===== src/rtl/serial_pkg.sv =====
// Encodings shared by the serial link receiver and transmitter.
package serial_pkg;
   typedef enum logic {ST_IDLE = 1'b0, ST_SHIFT = 1'b1} rx_state_t;

   localparam logic DIR_MSB_FIRST = 1'b0;
   localparam logic DIR_LSB_FIRST = 1'b1;

   typedef enum logic [1:0] {SH_HOLD, SH_CLEAR, SH_LEFT, SH_RIGHT} shift_op_t;
endpackage


===== src/rtl/rx_shift_core.sv =====
// WIDTH-bit shift register with clear/hold/shift-left/shift-right; exposes its next value
// so the completing bit can be captured on the same edge it is shifted in.
module rx_shift_core
   import serial_pkg::*;
#(
   parameter int WIDTH = 8
) (
   input  logic             clk,
   input  logic             rst,
   input  shift_op_t        op,
   input  logic             din,
   output logic [WIDTH-1:0] nxt
);
   logic [WIDTH-1:0] sr;

   always_comb begin
      nxt = sr;
      case (op)
         SH_CLEAR: nxt = '0;
         SH_LEFT:  nxt = {sr[WIDTH-2:0], din};
         SH_RIGHT: nxt = {din, sr[WIDTH-1:1]};
         default:  nxt = sr;
      endcase
   end

   always_ff @(posedge clk or posedge rst) begin
      if (rst) sr <= '0;
      else     sr <= nxt;
   end
endmodule


===== src/rtl/serial_word_rx.sv =====
// Serial-to-parallel word receiver with a one-entry valid/ready output buffer,
// sticky overrun and a one-cycle reframe pulse.
module serial_word_rx
   import serial_pkg::*;
#(
   parameter int WIDTH = 8
) (
   input  logic             clk,
   input  logic             rst,
   input  logic             sin,
   input  logic             sin_valid,
   input  logic             sin_start,
   input  logic             lsb_first,
   output logic [WIDTH-1:0] m_data,
   output logic             m_valid,
   input  logic             m_ready,
   output logic             busy,
   output logic             overrun,
   input  logic             ovr_clr,
   output logic             frame_err
);
   localparam int CNT_W = $clog2(WIDTH);
   localparam logic [CNT_W-1:0] LAST = CNT_W'(WIDTH - 1);

   rx_state_t        state, state_nxt;
   logic [CNT_W-1:0] count;
   logic             dir_q, dir_use;
   logic             start, take_bit, complete, reframe;
   shift_op_t        op;
   logic [WIDTH-1:0] word;

   assign start = sin_valid && sin_start;

   always_ff @(posedge clk or posedge rst) begin
      if (rst) state <= ST_IDLE;
      else     state <= state_nxt;
   end

   always_comb begin
      state_nxt = state;
      if (start)         state_nxt = ST_SHIFT;
      else if (complete) state_nxt = ST_IDLE;
   end

   // A start bit uses the live direction input; later bits use the latched one.
   always_comb begin
      busy     = (state == ST_SHIFT);
      take_bit = start || (sin_valid && state == ST_SHIFT);
      dir_use  = sin_start ? lsb_first : dir_q;
      op       = SH_HOLD;
      if (take_bit) op = (dir_use == DIR_LSB_FIRST) ? SH_RIGHT : SH_LEFT;
      complete = (state == ST_SHIFT) && sin_valid && !sin_start && (count == LAST);
      reframe  = (state == ST_SHIFT) && start;
   end

   rx_shift_core #(.WIDTH(WIDTH)) u_core (
      .clk (clk),
      .rst (rst),
      .op  (op),
      .din (sin),
      .nxt (word)
   );

   always_ff @(posedge clk or posedge rst) begin
      if (rst) begin
         count <= '0;
         dir_q <= DIR_MSB_FIRST;
      end else if (start) begin
         count <= CNT_W'(1);
         dir_q <= lsb_first;
      end else if (complete) begin
         count <= '0;
      end else if (take_bit) begin
         count <= count + CNT_W'(1);
      end
   end

   // Output buffer: a full, unaccepted buffer drops the new word and flags overrun.
   always_ff @(posedge clk or posedge rst) begin
      if (rst) begin
         m_data    <= '0;
         m_valid   <= 1'b0;
         overrun   <= 1'b0;
         frame_err <= 1'b0;
      end else begin
         frame_err <= reframe;
         if (complete) begin
            if (!m_valid || m_ready) begin
               m_data  <= word;
               m_valid <= 1'b1;
            end else begin
               overrun <= 1'b1;
            end
         end else if (m_valid && m_ready) begin
            m_valid <= 1'b0;
         end
         if (ovr_clr && !(complete && m_valid && !m_ready)) overrun <= 1'b0;
      end
   end
endmodule

===== config.mk =====
export PLATFORM = sky130hd
export DESIGN_NAME = serial_word_rx
export DESIGN_NICKNAME = d
export VERILOG_FILES = /design/src/rtl/serial_pkg.sv /design/src/rtl/rx_shift_core.sv /design/src/rtl/serial_word_rx.sv
export SDC_FILE = /design/constraint.sdc
export NUM_CORES = 1
export LEC_CHECK = 0
export CAP_MARGIN = 0
export CORE_UTILIZATION = 43
export DETAILED_ROUTE_END_ITERATION = 16
export GPL_TIMING_DRIVEN = 0
export PLACE_DENSITY = 0.75
export SYNTH_ARGS = -nofsm -noshare
export SYNTH_HDL_FRONTEND = slang
export SYNTH_SLANG_ARGS = --single-unit

===== constraint.sdc =====
create_clock -name clk -period 3.6 [get_ports clk]
set_input_delay 0.72 -clock clk [delete_from_list [all_inputs] [get_ports clk]]
set_output_delay 0.72 -clock clk [all_outputs]
set_load 0.02 [all_outputs]

=== Yosys cells after proc, flatten, opt, wreduce, memory -nomap -nowiden ===
Cells that the tools add are included.

* $add $sub $neg: 1
* Eq/ne operators: 6
* Mux-type cells: 15
* Reductions and logical operators: 22

{| class="wikitable"
|+ Operators with widths
! kind !! number
|-
| 8-bit case mux with 3 select lines || 1
|-
| 1-bit 2-to-1 mux || 10
|-
| 1-bit logical AND || 9
|-
| 3-bit 2-to-1 mux || 3
|-
| 2-bit AND reduction || 3
|-
| 2-bit nonzero test || 3
|-
| 2-bit equality test, second input constant || 2
|-
| 1-bit zero test || 4
|-
| 2-bit by 1-bit != test with 1-bit output, second input constant || 2
|-
| 3-bit by 1-bit adder with 3-bit output, second input constant || 1
|-
| 3-bit equality test, second input constant || 1
|-
| 3-bit nonzero test || 1
|-
| 2-bit by 1-bit equality test with 1-bit output, second input constant || 1
|-
| 1-bit logical OR || 2
|-
| 2-bit 2-to-1 mux || 1
|}

* Bits in registers: 24
* Input port bits: 8
* Output and inout port bits: 12
* Word-level logic and storage cells: 52

=== Longest topological paths before layout ===
Gate-level depths: netlist (run 1).

* Depth after elaboration: 9
* Gate-level depth with buffers: 7

=== Hierarchy ===
From an unflattened synthesis (run 1), not the netlist that was laid out.

* Cell total of the unflattened synthesis: 88
* Area, all modules: 1127.3 um2

{| class="wikitable"
|+ By module, submodules not included
! module !! instances !! cells each !! area an instance (um2) !! sequential area each (um2)
|-
| serial_word_rx || 1 || 53 || 699.4 || 400.4
|-
| rx_shift_core || 1 || 35 || 427.9 || 200.2
|}

=== Worst setup path after synthesis (run 1) ===
Ideal clock, no wire load.

* Path kind: input to register
* Start: in sin_valid
* End: reg m_data[1]
* Data arrival time: 1.569 ns
* Data required time: 3.520 ns
* Slack: 1.951 ns
* Stages: 6
* Buffers on the path: 3
* Cells stage by stage: buf_2 -> and4b_1 -> buf_6 -> and2_4 -> buf_6 -> a31oi_4

* Word-level cells in the longest chain between the ends: 5

{| class="wikitable"
|+ Ends and longest elaborated chain
! what !! line !! source
|-
| from (decl) || serial_word_rx.sv:11 || <nowiki>input logic sin_valid,</nowiki>
|-
| 1-bit logical AND, on equally long branches || serial_word_rx.sv:32, serial_word_rx.sv:48, serial_word_rx.sv:52 ||
|-
| 1-bit logical OR || serial_word_rx.sv:48 || <nowiki>take_bit = start || (sin_valid && state == ST_SHIFT);</nowiki>
|-
| 2-bit 2-to-1 mux || serial_word_rx.sv:51 || <nowiki>if (take_bit) op = (dir_use == DIR_LSB_FIRST) ? SH_RIGHT : SH_LEFT;</nowiki>
|-
| 2-bit equality test or 2-bit by 1-bit equality test with 1-bit output (tied branches) || rx_shift_core.sv:18 || <nowiki>case (op)</nowiki>
|-
| 8-bit case mux with 3 select lines || rx_shift_core.sv:18 ||
|-
| to (signal assigned) || serial_word_rx.sv:89 || <nowiki>m_data <= word;</nowiki>
|-
| to (decl) || serial_word_rx.sv:14 || <nowiki>output logic [WIDTH-1:0] m_data,</nowiki>
|}

Parallel ways exist; a longest one is shown, timed or not.
A chain may end at the register's enable or synchronous reset.

=== Worst setup path after layout (run 1) ===
* Start: reg state (netlist: busy)
* End: out busy

{| class="wikitable"
|+ RTL lines
! what !! line !! source
|-
| from (decl) || serial_word_rx.sv:25 || <nowiki>rx_state_t state, state_nxt;</nowiki>
|-
| from (signal assigned) || serial_word_rx.sv:36 || <nowiki>else state <= state_nxt;</nowiki>
|-
| to (decl) || serial_word_rx.sv:17 || <nowiki>output logic busy,</nowiki>
|}

No word-level cell between the ends.

==> impl_results.md, run 1 <==
* Status: complete, no violations
* Number of distinct library cells after synthesis at 31
* Max-cap viol count at 0
* R2R Setup Slk at 1.86 ns
* Final Power at 755 uW
* Buffer count from post-CTS setup fixing at 0
* CTS Root Cell: sky130_fd_sc_hd__clkbuf_4
* Synthesized-area fraction occupied by ao, oa, aoi and oai cells at 23.4%
* Proportion of netlist area held by the largest area contributor at 50.6%
* Number of endpoints failing setup at the final stage at 0
* Clock network latency to the later pin of the worst-skew pair at 0.32 ns
* HP Start: u_core.sr[7]
* Number of max-slew violations in the final report at 0
* Count of port buffers added during placement at 18
* Share of the yosys chip area belonging to registers at 50.6%
* Post-Syn Instances at 118
* Number of buffers added by the clock tree synthesis step at 3
* Post-layout minimum cycle time at 2.03 ns
* Number of buffers inserted by hold repair at cts at 0
* Total number of vias at 948
* Cts repair resizes at 0
* Clock transition at the registers of the reported paths at 0.12 ns
* Worst-case hold path end point: u_core.sr[7]
* Maximum VDD drop at 0.290 mV
* Wire length of the first global-routing pass at 3800 um
* Worst path arrival time at 1.31 ns
* HPWL after detailed placement at 1710 um
* Hold slack at 0.510 ns
* WL/cell at 14.2 um
* Final Routed Wirelength at 2400 um
* Maximum level of the CTS H-tree at 1
* Synth Area per Inst at 10.1 um2
* Endpoints failing hold at 0
* Critical path endpoint category: primary output
* Remaining antenna violation count after routing at 0
* Worst Path Max Fanout at 2
* Full die area at 2980 um2
* Data required, critical path at 2.88 ns
* Largest family of logic cells by synthesized area: compound AO/OA/AOI/OAI gates
* R2r worst-path depth at 7
* Adder and majority cell fraction of the synthesized area at 2.11%
* Routability congestion estimate at 0.807
* Pwr dens at 529 nW/um2
* Initial core utilization at 46.7%
* Row count at 18
* Max stage delay cell, worst path: sky130_fd_sc_hd__clkdlybuf4s50_1
* Detail-routed via count per cell at 5.61
* Worst slew margin at 38.5%
* Synthesis Warnings at 0
* Standard cell core area at 2540 um2
* Unrepaired setup endpoints after global routing: false
* Worst hold path class: reg2reg
* Height of the die at 54.6 um
* Horizontal die dimension at 54.6 um
* Portion of the clock cycle consumed by the worst path in the final layout at 56.3%
* Synthesis-to-finish area growth at 20.2%
* I/O pins at 20
* Transition time at the pin with the least slew margin at 0.921 ns
* Gr usage total at 18.1%
* Net count after synthesis at 128
* Crit Path Class: reg2out
* Multiplexer share of the synthesized area at 0%
* Peak clock frequency supported by timing at 493 MHz
* FF-to-FF End: m_data[1]
* Cell family contributing the most delay on the critical path: buffers and inverters
* Type of element launching the critical path: register
* Number of detailed-route iterations in the first pass at 4
* # nets final at 151
* Worst clock skew at 0.00697 ns
* TritonCTS sink count at 24
* Deepest clock path buffer count at 2
* Top_reg_cell synth: sky130_fd_sc_hd__dfrtp_1
* Library cell with the highest instance count after synthesis: sky130_fd_sc_hd__dfrtp_1
* Antenna diode count at 0
* Fraction of the mapped netlist area in simple logic gates at 16.4%
* Vias in the first global route at 882
* Largest stage delay on the critical path at 0.61 ns
* Remaining routing DRC violations at 0
* Share of layout cells above drive strength 1 at 11.5%
* Antenna violations before repair at 0
* Final Instance Area at 1430 um2
* RR Startpoint: count[0]
* List of cells traversed by the critical path: clkdlybuf4s50_1
* Setup_tns at 0 ns
* Cell area reported after detailed placement at 1410 um2
* Min-Delay Path Depth at 2
* Top cell types by occurrence after synthesis: sky130_fd_sc_hd__dfrtp_1 (24), sky130_fd_sc_hd__nand2_1 (15), sky130_fd_sc_hd__a21oi_1 (9), sky130_fd_sc_hd__nand3_1 (8), sky130_fd_sc_hd__o21ai_1 (8)
* Total grt overflow at 0
* Largest net degree at the start of global routing at 25
* Critical path buffer and inverter count at 1
* Static Leakage at 0.000652 uW
* Post-synthesis sequential element count at 24
* Xor/xnor cell area share of the yosys netlist at 0%
* Iteration-0 DRC Markers at 9
* Largest cells by area after synthesis: sky130_fd_sc_hd__dfrtp_1 (51%), sky130_fd_sc_hd__nand2_1 (4.7%), sky130_fd_sc_hd__o211ai_1 (4.4%)
* Cell type with the highest aggregate area in the netlist: sky130_fd_sc_hd__dfrtp_1
* Clock tree from TritonCTS: built
* Asr flop ratio synth at 100%
* Post-synth EDFFs at 0
* Syn Std Cell Area at 1190 um2
## through the flow
stage / worst slack, ns / instances / utilization, %
floorplan: 1.95 / 118 / -
global placement: 1.38 / 166 / 55.2
detailed placement: 1.39 / 166 / 55.2
CTS: 1.56 / 169 / 56.1
global route: 1.53 / 169 / 56.1
finish: 1.57 / 169 / 56.1
## worst max path at each step
stage	from	to	slack, ns	cells after the start
finish	busy	busy	1.57	1
floorplan	sin_valid	m_data[1]	1.95	6
global placement	sin_start	m_data[1]	1.38	5
global route	overrun	overrun	1.53	1
CTS	busy	busy	1.56	1
detailed placement	sin_start	u_core.sr[1]	1.39	5
## metal layers
metal / part of all wire (%) / GRT usage (%) / wire length (um)
met5: 0 / 0 / 0
met3: 3.9 / 2.50 / 93
met4: 2.5 / 9.83 / 59
met1: 49 / 23.4 / 1190
met2: 44 / 29.1 / 1060
## sequential cells by signal, indices dropped and copies added (netlist names)
register,flops
overrun,1
m_data,8
frame_err,1
u_core.sr,8
dir_q,1
busy,1
m_valid,1
count,3
## cells in the final DEF (no fill, tap or decap), types with 2 or more instances in the layout
master,n
sky130_fd_sc_hd__dfrtp_1,24
sky130_fd_sc_hd__inv_1,7
sky130_fd_sc_hd__ha_1,2
sky130_fd_sc_hd__and4b_1,2
sky130_fd_sc_hd__a21o_1,2
sky130_fd_sc_hd__nand3_1,8
sky130_fd_sc_hd__clkdlybuf4s50_1,18
sky130_fd_sc_hd__clkbuf_1,3
sky130_fd_sc_hd__a31oi_1,5
sky130_fd_sc_hd__o21ai_0,2
sky130_fd_sc_hd__o211ai_1,7
sky130_fd_sc_hd__nand2_1,15
sky130_fd_sc_hd__a31oi_2,2
sky130_fd_sc_hd__clkbuf_4,3
sky130_fd_sc_hd__a21oi_1,9
sky130_fd_sc_hd__o22ai_1,3
sky130_fd_sc_hd__buf_2,2
sky130_fd_sc_hd__o21ai_1,8
sky130_fd_sc_hd__buf_6,3
## logic make-up after synthesis
logic type | after synthesis
buffers and inverters | 16
AO/OA/AOI/OAI | 41
AND/OR/NAND/NOR | 35
flip-flops | 24
adder cells (fa/ha/maj) | 2
## worst reg2reg max path: stages, from the launching register on
cell                      delay, ns
sky130_fd_sc_hd__dfrtp_1       0.43
sky130_fd_sc_hd__ha_1          0.22
sky130_fd_sc_hd__ha_1          0.23
sky130_fd_sc_hd__and4b_1       0.23
sky130_fd_sc_hd__buf_6         0.14
sky130_fd_sc_hd__and2_4        0.13
sky130_fd_sc_hd__buf_6         0.13
sky130_fd_sc_hd__a31oi_4       0.17
## layout make-up
| class | count | area (um2) |
|---|---|---|
| Multi-Input combinational cell | 78 | 498 |
| Clock buffer | 3 | 22.5 |
| Fill cell | 229 | 1120 |
| Inverter | 7 | 26.3 |
| Tap cell | 30 | 37.5 |
| Sequential cell | 24 | 601 |
| Buffer | 9 | 62.6 |
| Timing Repair Buffer | 18 | 180 |
## where the power goes
group | internal [uW] | switching, uW
combinational | 131 | 135
clock | 39.2 | 78.9
sequential | 332 | 38.8
Power figures use the tool's default switching activity.
==> run 2: changes to the inputs <==
==> constraint.sdc (replaced) <==
create_clock -name clk -period 2 [get_ports clk]
set_input_delay 0.4 -clock clk [delete_from_list [all_inputs] [get_ports clk]]
set_output_delay 0.4 -clock clk [all_outputs]
set_load 0.02 [all_outputs]
==> results of run 2 <==
Same layout as run 1 (identical final DEF). Status: complete, no violations.
Main changes from that run: setup slack after placement 1.39 ns -> 0.107 ns; clock-pin slew on the worst setup and hold paths 0.12 ns -> 0.13 ns; setup slack after layout 1.57 ns -> 0.259 ns; hold slack 0.510 ns -> 0.434 ns; start point of the critical path busy -> count[0]; end point of the critical path busy -> m_data[1]; register-to-register setup slack 1.86 ns -> 0.26 ns; end point of the worst hold path u_core.sr[7] -> frame_err; total power 755 uW -> 1360 uW; worst IR drop on VDD 0.290 mV -> 0.523 mV
==> run 3: changes to the inputs <==
--- a/config.mk
+++ b/config.mk
@@ -6,10 +6,11 @@
 export NUM_CORES = 1
 export LEC_CHECK = 0
 export CAP_MARGIN = 0
+export CORE_MARGIN = 2
 export CORE_UTILIZATION = 43
 export DETAILED_ROUTE_END_ITERATION = 16
 export GPL_TIMING_DRIVEN = 0
-export PLACE_DENSITY = 0.75
+export PLACE_DENSITY = 0.77
 export SYNTH_ARGS = -nofsm -noshare
 export SYNTH_HDL_FRONTEND = slang
 export SYNTH_SLANG_ARGS = --single-unit
==> constraint.sdc (replaced) <==
create_clock -name clk -period 1.5 [get_ports clk]
set_input_delay 0.3 -clock clk [delete_from_list [all_inputs] [get_ports clk]]
set_output_delay 0.3 -clock clk [all_outputs]
set_load 0.02 [all_outputs]
==> run 3 against run 2 <==
The run now ends with setup timing left. Count of clock-buffer cells in the layout rose by 1. Hold slack got worse by 0.11 ns. Utilization rose by 0.49 points. Worst setup slack got worse by 0.33 ns. Critical path type unchanged. Highest routed layer unchanged.
==> impl_results.md, run 3 (same netlist as run 1, synthesis figures left out) <==
* Antenna violations before repair at 0 (unchanged)
* Worst clock skew at 0.00221 ns (-0.00476 ns)
* R2r worst-path depth at 6 (-1)
* Most common library cell in the layout ignoring fill and taps: sky130_fd_sc_hd__dfrtp_1
* RR Startpoint: count[0]
* I/O pins at 20 (unchanged)
* Registers with the highest flip-flop counts: m_data x8, u_core.sr x8, count x3
* Worst-case hold path end point: frame_err
* Post-layout minimum cycle time at 1.57 ns
* Antenna diode count at 0 (unchanged)
* Share of layout cells above drive strength 1 at 19.9% (+8.4 points)
* Cell family contributing the most delay on the critical path: flip-flops
* Standard cell core area at 2690 um2 (+5.6%)
* Row count at 19 (+1)
* Remaining routing DRC violations at 0 (unchanged)
* Worst slew margin at 39.7% (+1.2 points)
* Total number of vias at 990 (+4.4%)
* Maximum VDD drop at 0.777 mV
* Most frequent cell on the critical path: sky130_fd_sc_hd__ha_4
* Endpoints failing hold at 0 (unchanged)
* Most used cells in the layout excluding fill and tap cells: sky130_fd_sc_hd__dfrtp_1 (24), sky130_fd_sc_hd__nand2_1 (15), sky130_fd_sc_hd__dlygate4sd2_1 (12)
* Synthesis-to-finish area growth at 28.0%
* Iteration-0 DRC Markers at 21 (+12)
* TritonCTS sink count at 24 (unchanged)
* WL/cell at 14.7 um (+3.4%)
* Final Routed Wirelength at 2600 um (+8.3%)
* Number of detailed-route iterations in the first pass at 4 (unchanged)
* Number of buffers added by the clock tree synthesis step at 3 (unchanged)
* Number of non-filler instances in the completed layout at 177 (+4.7%)
* Initial core utilization at 44.2% (-2.5 points)
* Worst path arrival time at 1.82 ns
* Max stage delay cell, worst path: sky130_fd_sc_hd__dfrtp_1
* Critical path endpoint category: register
* Largest stage delay on the critical path at 0.44 ns
* Clock network latency to the later pin of the worst-skew pair at 0.31 ns (about the same)
* Peak clock frequency supported by timing at 636 MHz
* Critical path buffer and inverter count at 1
* Violated checks: setup timing
* Final worst setup slack at -0.0721 ns
* Clock tree from TritonCTS: built
* Placed cell count at 167 (+0.60%)
* Detail-routed via count per cell at 5.59 (-0.29%)
* # nets final at 157 (+4.0%)
* Count of port buffers added during placement at 18 (unchanged)
* Full die area at 3200 um2 (+7.5%)
* Vias in the first global route at 926 (+5.0%)
* HPWL after detailed placement at 1710 um (-0.27%)
* Horizontal die dimension at 56.6 um (+3.7%)
* Hold slack at 0.327 ns
* Max-cap viol count at 0 (unchanged)
* List of cells traversed by the critical path: ha_4, ha_4, and4b_1, buf_6, and2_4, a31oi_2
* Wire length of the first global-routing pass at 4210 um (+11%)
* Routability congestion estimate at 0.768 (-4.8%)
* R2R Setup Slk at -0.07 ns
* Worst hold path class: in2reg
* Total grt overflow at 0 (unchanged)
* FF-to-FF End: m_data[0]
* Portion of the clock cycle consumed by the worst path in the final layout at 105%
* Min-Delay Path Depth at 3
* Status: finished, violations left
* Static Leakage at 0.000731 uW (+12%)
* Number of endpoints failing setup at the final stage at 8 (+8)
* Deepest clock path buffer count at 2 (unchanged)
* Pwr dens at 1230 nW/um2
* Crit Path Class: reg2reg
* Number of max-slew violations in the final report at 0 (unchanged)
* Dpl ws at -0.286 ns
* Worst Path Max Fanout at 8
* Largest net degree at the start of global routing at 25 (unchanged)
* HP Start: sin_valid
* Data required, critical path at 1.75 ns
* Instance count on the critical path at 6
* Type of element launching the critical path: register
* Maximum level of the CTS H-tree at 1 (unchanged)
* Height of the die at 56.6 um (+3.7%)
* Gr usage total at 16.7% (-1.4 points)
* Launching instance or port of the critical path: count[0]
* Remaining antenna violation count after routing at 0 (unchanged)
* CTS Root Cell: sky130_fd_sc_hd__clkbuf_4
* Transition time at the pin with the least slew margin at 0.904 ns (-0.0179 ns)
* Clock transition at the registers of the reported paths at 0.13 ns
* Number of buffers inserted by hold repair at cts at 0 (unchanged)
* Unrepaired setup endpoints after global routing: true
## run 3: cell types whose count changed in the layout (fill, tap and decap cells not counted), moves of 2 or more
| cell | previous run | this run |
|---|---|---|
| sky130_fd_sc_hd__clkdlybuf4s50_1 | 18 | 6 |
| sky130_fd_sc_hd__buf_4 | 1 | 7 |
| sky130_fd_sc_hd__dlygate4sd2_1 | 0 | 12 |
| sky130_fd_sc_hd__a31oi_1 | 5 | 3 |
| sky130_fd_sc_hd__ha_1 | 2 | 0 |
| sky130_fd_sc_hd__ha_4 | 0 | 2 |
## run 3: final cells by class
cell class              instances  area, um2
flip-flops and latches         24        601
multi-input cells              78        552
well taps                      31       38.8
clock buffers                   4       36.3
fillers                       250       1170
plain buffers                   8       51.3
repair buffers                 25        215
inverters                       7       26.3
## run 3: timing repair
action / 4_1_cts / 5_1_grt
cloned: 0 / 1
endpoints found under the setup margin: 20 / 10
gates resized for setup: 13 / 4
buffers inserted: 3 / 3
pin swaps: 2 / 3
endpoints found under the hold margin: 0 / 0
## run 3: worst min-delay path: stages
cell and delay (ns):
sky130_fd_sc_hd__buf_2 0.15, sky130_fd_sc_hd__nand2_1 0.12, sky130_fd_sc_hd__nor2_1 0.05
## run 3: worst max path at each step
| stage | end | slack [ns] |
|---|---|---|
| 6_report | m_data[0] | -0.07 |
| 3_3_place_gp | u_core.sr[1] | -0.28 |
| 3_5_place_dp | m_data[1] | -0.29 |
| 5_1_grt | m_data[4] | -0.12 |
| 4_1_cts | m_data[2] | -0.06 |
| 2_1_floorplan | m_data[2] | 0.02 |
## run 3: report_power, final
group	switching, uW	leakage [uW]	total, uW	internal [uW]
Clock	194	0.0000210	342	148
Sequential	98.8	0.000314	896	797
Combinational	347	0.000396	632	285
## run 3: per-layer routing
layer	part of all wire, %	vias up	GRT usage (%)	wire (um)
li1	-	481	-	-
met1	46	473	22.0	1200
met2	47	31	27.9	1220
met3	4.9	5	2.30	128
met4	2.0	0	6.12	51
met5	0	-	0	0
## run 3: per-stage QoR
step                instance area, um2  setup TNS [ns]  power (uW)  util (%)
finish                            1520          -0.429        1870      56.6
global route                      1520          -0.836        1980      56.6
CTS                               1470          -0.344        1870      54.7
detailed placement                1420           -3.42        1560      52.9
global placement                  1420           -3.25        1540      52.9
floorplan                         1200               0        1280         -
==> patch 1 (flow settings as in run 3) <==
`WIDTH` is set to 8 in 2 places; all go to 4.
--- a/src/rtl/rx_shift_core.sv
+++ b/src/rtl/rx_shift_core.sv
@@ -4,5 +4,5 @@
    import serial_pkg::*;
 #(
-   parameter int WIDTH = 8
+   parameter int WIDTH = 4
 ) (
    input  logic             clk,
--- a/src/rtl/serial_word_rx.sv
+++ b/src/rtl/serial_word_rx.sv
@@ -4,5 +4,5 @@
    import serial_pkg::*;
 #(
-   parameter int WIDTH = 8
+   parameter int WIDTH = 4
 ) (
    input  logic             clk,
Ports: changed (resized m_data); port bits go from 20 to 16. The function was not compared with the original's and may differ.
==> patch 1 against run 3 <==
Cell area down 39%; sequential cell count fell by 9; setup slack better by 0.22 ns; wire length fell by 45%; synthesized area shrank 38%; largest power group unchanged; clock power shrank 34%; sequential share of layout area grew 1.1 points; power fell by 27%; critical path depth fell by 5.
==> patch 1: results (changes against run 3) <==
* Sw Share at 0.364 (was 0.342)
* Clock buffer depth at 2 (unchanged)
* Num CTS Buffers at 3 (unchanged)
* DRT iter0 DRCs at 14 (was 21)
* Clock latency on the worst-skew pair at 0.28 ns (was 0.31 ns)
* Clk_skew at 0.00129 ns (was 0.00221 ns)
* DR WL/cell at 12.9 um (was 14.7 um)
* Syn Nets at 84 (was 128)
* Routability cong. at 0.837 (was 0.768)
* Status: finished, final reports clean (was complete, but fails checks)
* Post-synthesis sequential area ratio at 0.510 (was 0.506)
* Crit path DAT at 1.05 ns (was 1.82 ns)
* Share of cells above drive strength 1 at 0.0957 (was 0.199)
* Synth Area in Compound Gates at 0.185 (was 0.234)
* Post-synthesis mux area share at 0 (unchanged)
* Largest net degree at the start of global routing at 16 (was 25)
* Htree depth at 1 (unchanged)
* Vias in the first global route at 531 (was 926)
* CP startpoint: busy (was count[0])
* Hold Crit Class: in -> async (was in -> reg)
* Place WS at -0.0999 ns (was -0.286 ns)
* Post-CTS Repair Setup Buffers at 0 (was 3)
* R2r setup slk at 0.22 ns (was -0.07 ns)
* # nets final at 104 (was 157)
* Post-Syn Instances at 75 (was 118)
* Crit-path leading delay family: flip-flops (unchanged)
* Port Buf Inserts at 15 (was 18)
* All-Layer GR Usage at 0.162 (was 0.167)
* Total number of vias at 621 (was 990)
* # diodes at 0 (unchanged)
* XOR/XNOR share of the synthesized area at 0 (unchanged)
* Adder-Cell Fraction of Synth Area at 0.0170 (was 0.0211)
* Top cells by count, synth: dfrtp_1 (15), nand2_1 (12), o21ai_1 (7), nand3_1 (5) (was dfrtp_1 (24), nand2_1 (15), a21oi_1 (9), nand3_1 (8), o21ai_1 (8))
* # setup viols final at 0 (was 8)
* Yosys top cell area share at 0.510 (was 0.506)
* Async set or reset register ratio after synthesis at 1.00 (unchanged)
* Fin cells at 110 (was 177)
* Path depth of the worst reg2reg path at 4 (was 6)
* TNS Setup at 0 ns (was -0.429 ns)
* Critical R2R Capture: m_data[0] (unchanged)
* Synth-to-layout area growth at 25.5% (was 28.0%)
* First-pass GRT wire length at 2.26 mm (was 4.21 mm)
* Area after DPL at 906 um^2 (was 1420 um^2)
* R2r startpoint: count[0] (unchanged)
* Peak supply drop at 575 uV (was 777 uV)
* Yosys warnings at 0 (unchanged)
* Regs by FF count: m_data x4, u_core.sr x4, count x2 (was m_data x8, u_core.sr x8, count x3)
* Leak at 0.456 nW (was 0.731 nW)
* Synth area leaders: dfrtp_1 (51%), nand2_1 (6.1%), o21ai_1 (4.8%), a31oi_1 (3.4%), nand3_1 (3.4%) (was dfrtp_1 (51%), nand2_1 (4.7%), o211ai_1 (4.4%), a21oi_1 (3.8%), nand3_1 (3.4%))
* Worst Hold Slack at 0.354 ns (was 0.327 ns)
* Fillers at 126 (was 250)
* Yosys cell types at 27 (was 31)
* Relative slew slack at 0.642 (was 0.397)
* CP max stage delay at 0.42 ns (was 0.44 ns)
* Detailed placement HPWL at 1.07 mm (was 1.71 mm)
* Clock transition at the registers of the reported paths at 0.09 ns (was 0.13 ns)
* CP max FO at 5 (was 8)
patch 1: changes by cell type after synthesis, moves of 2 or more:
cell      change
dfrtp_1       -9
a31oi_2       -2
buf_6         -3
o211ai_1      -7
nand2_1       -3
nand3_1       -3
inv_1         -4
a21oi_1       -5
clkbuf_1      -3
patch 1: worst max path at each step:
stage / endpoint / slack, ns / cells past startpoint
final: busy / 0.15 / 1
after CTS: busy / 0.14 / 1
after detailed placement: m_data[0] / -0.1 / 5
after global placement: m_data[0] / -0.1 / 5
after global routing: m_data[0] / 0.11 / 5
after floorplan: m_data[0] / 0.33 / 4
patch 1: power groups by stage:
stage | logic (mW) | registers (mW) | clock network [mW]
after floorplan | 0.274 | 0.707 | 0
after global placement | 0.573 | 0.623 | 0
after detailed placement | 0.582 | 0.630 | 0
after CTS | 0.531 | 0.619 | 0.240
after global routing | 0.587 | 0.635 | 0.251
final | 0.528 | 0.619 | 0.227
patch 1: layer usage:
metal / share of wire / global-route usage / routed length [um] / up-vias
li1: - / - / - / 310
met1: 0.46 / 0.196 / 650 / 281
met2: 0.44 / 0.237 / 630 / 24
met3: 0.063 / 0.0520 / 89 / 6
met4: 0.037 / 0.124 / 52 / 0
met5: 0 / 0 / 0 / -
patch 1: timing repair:
action,in CTS,in global routing
resized for setup,8,0
hold endpoints to repair,0,0
endpoints found under the setup margin,8,0
hold buffers,0,0
patch 1: cell type report:
class                           instances  area share
Sequential cell                        15       0.407
Inverter                                3      0.0122
Clock inverter                          1     0.00542
Multi-Input combinational cell         54       0.356
Buffer                                  3      0.0217
Timing Repair Buffer                   15       0.152
Tap cell                               16      0.0217
Clock buffer                            3      0.0244
==> patch 2 (config.mk and constraints of run 3) <==
Made on the original files. Remove the register `frame_err`: a continuous assignment takes its place, so the output `frame_err` follows one clock earlier.
--- a/src/rtl/serial_word_rx.sv
+++ b/src/rtl/serial_word_rx.sv
@@ -82,7 +82,5 @@
          m_valid   <= 1'b0;
          overrun   <= 1'b0;
-         frame_err <= 1'b0;
       end else begin
-         frame_err <= reframe;
          if (complete) begin
             if (!m_valid || m_ready) begin
@@ -98,3 +96,5 @@
       end
    end
+
+   assign frame_err = reframe;
 endmodule
Formal check against the unedited RTL: not equivalent (Yosys sat finds a counterexample within 4 cycles, from zero or initial values and one cycle with rst high).
==> patch 2 against run 3 <==
Sequential share of layout area decreased by 0.19 points; count of clock-buffer cells in the layout shrank 1; synthesized area is 2.1% lower; the run still ends with negative setup slack left; sequential power shrank 3.7%; critical path depth stayed put; clock power shrank 15%; largest power group unchanged; combinational power down 0.6%; sequential cell count shrank 1; critical path type unchanged; utilization up 1.4 points; setup slack better by 0.065 ns; power shrank 4.8%; cell area shrank 3.7%; wire length shrank 3.8%; via count down 1.3%.
==> patch 2: results (changes against run 3) <==
* Synth Area in Compound Gates at 0.239 (was 0.234)
* # nets final at 153 (was 157)
* Crit path DAT at 1.75 ns (was 1.82 ns)
* Num CTS Buffers at 3 (unchanged)
* Worst slew pin tran at 0.883 ns (was 0.904 ns)
* Yosys warnings at 0 (unchanged)
* Root Buffer Master: clkbuf_4 (unchanged)
* Post-synthesis mux area share at 0 (unchanged)
* All-Layer GR Usage at 0.171 (was 0.167)
* Setup ws final at -0.00701 ns (was -0.0721 ns)
* TritonRoute pass-1 iters at 4 (unchanged)
* Status: complete, but fails checks (unchanged)
* Syn Nets at 127 (was 128)
* Yosys cell types at 31 (unchanged)
* Vias in the first global route at 973 (was 926)
* Failing checks: negative setup slack (unchanged)
* Hold Crit Class: in -> reg (unchanged)
* Clock latency on the worst-skew pair at 0.31 ns (about the same)
* Detailed placement HPWL at 1.81 mm (was 1.71 mm)
* Fillers at 245 (was 250)
* Clock transition at the registers of the reported paths at 0.13 ns (about the same)
* First-pass GRT wire length at 4.31 mm (was 4.21 mm)
* Leak at 0.699 nW (was 0.731 nW)
* Post-synth EDFFs at 0 (unchanged)
* Number of antenna violations at the first check in global routing at 0 (unchanged)
* XOR/XNOR share of the synthesized area at 0 (unchanged)
* CP max FO at 9 (was 8)
* Share of cells above drive strength 1 at 0.183 (was 0.199)
* Clk_skew at 0.00515 ns (was 0.00221 ns)
* Regs by FF count: m_data x8, u_core.sr x8, count x3 (unchanged)
* CP max stage delay at around 0.43 ns
* Clock buffer depth at 2 (unchanged)
* # diodes at 0 (unchanged)
* Peak supply drop at 726 uV (was 777 uV)
* Routability cong. at 0.779 (was 0.768)
* Place WS at -0.562 ns (was -0.286 ns)
* Port Buf Inserts at 18 (unchanged)
* Adder-Cell Fraction of Synth Area at 0.0215 (was 0.0211)
* DRT iter0 DRCs at 21 (unchanged)
* CP max stage cell: dfrtp_1 (unchanged)
* Htree depth at 1 (unchanged)
* Async set or reset register ratio after synthesis at 1.00 (unchanged)
* Largest net degree at the start of global routing at 24 (was 25)
* Post-synthesis sequential area ratio at 0.495 (was 0.506)
* DR vias/cell at 5.68 (was 5.59)
* Top cells by count, synth: dfrtp_1 (23), nand2_1 (15), a21oi_1 (9), nand3_1 (8), o21ai_1 (8) (was dfrtp_1 (24), nand2_1 (15), a21oi_1 (9), nand3_1 (8), o21ai_1 (8))
* DR WL/cell at 14.6 um (was 14.7 um)
* # setup viols final at 2 (was 8)
* Synth area leaders: dfrtp_1 (50%), nand2_1 (4.8%), o211ai_1 (4.5%), a21oi_1 (3.9%), nand3_1 (3.4%) (was dfrtp_1 (51%), nand2_1 (4.7%), o211ai_1 (4.4%), a21oi_1 (3.8%), nand3_1 (3.4%))
patch 2: changes by cell type in the layout (fill, tap and decap cells not counted), sizes merged:
cell / run 3 / this run
dfrtp: 24 / 23
buf: 12 / 10
clkbuf: 7 / 6
clkdlybuf4s50: 6 / 5
clkinv: 0 / 1
patch 2: critical path, delay by kind of cell (launching register included):
kind / cells / cell delay, ns
simple gates: 2 / 0.37
flops: 1 / 0.43
fa+ha+maj: 2 / 0.34
buf+inv: 1 / 0.14
compound gates: 1 / 0.15
patch 2: worst paths after layout:
path                                end  cells after the start          from
min                            count[0]                      4     sin_valid
min reg2reg                u_core.sr[7]                      2  u_core.sr[7]
max reg2reg                   m_data[5]                      6      count[1]
min in group asynchronous     m_data[1]                      2           rst
max in group asynchronous     m_data[6]                      2           rst
max                           m_data[5]                      6      count[1]
patch 2: final cells by class:
| class | instances | share of cell area |
|---|---|---|
| Sequential cell | 23 | 0.393 |
| Multi-Input combinational cell | 78 | 0.373 |
| Timing Repair Buffer | 22 | 0.134 |
| Buffer | 8 | 0.0376 |
| Tap cell | 30 | 0.0256 |
| Inverter | 7 | 0.0179 |
| Clock buffer | 3 | 0.0154 |
| Clock inverter | 1 | 0.00342 |
patch 2: repair_timing:
item | 4_1_cts | 5_1_grt
endpoints found under the setup margin | 21 | 9
buffers inserted | 3 | 1
gates resized for setup | 23 | 0
pin swaps | 1 | 0
patch 2: per-stage QoR:
step | util | cell area, um^2 | std cells | setup TNS [ns] | hold WS, ns
finish | 0.580 | 1460 | 172 | -0.00781 | 0.352
global route | 0.580 | 1460 | 172 | -0.503 | 0.380
CTS | 0.577 | 1460 | 171 | -0.0479 | 0.344
detailed placement | 0.553 | 1400 | 165 | -4.23 | 0.487
global placement | 0.553 | 1400 | 165 | -3.80 | 0.474
floorplan | - | 1180 | 117 | 0 | 0.302
patch 2: report_power, final:
| group | total, mW | internal (mW) | switching [mW] |
|---|---|---|---|
| sequential | 0.863 | 0.769 | 0.0943 |
| clock | 0.290 | 0.0998 | 0.190 |
| combinational | 0.628 | 0.282 | 0.346 |
| total | 1.78 | 1.15 | 0.630 |
patch 2: layer usage:
layer / global-route usage / routed length [um] / vias up
met1: 0.221 / 1080 / 477
met3: 0.0326 / 120 / 7
met2: 0.284 / 1260 / 22
li1: - / - / 471
met4: 0.0646 / 50 / 0
met5: 0 / 0 / -
patch 2: kinds of logic after synthesis:
family                   Yosys count
AO/OA/AOI/OAI                     41
adder cells (fa/ha/maj)            2
buffers and inverters             16
flip-flops                        23
AND/OR/NAND/NOR                   35
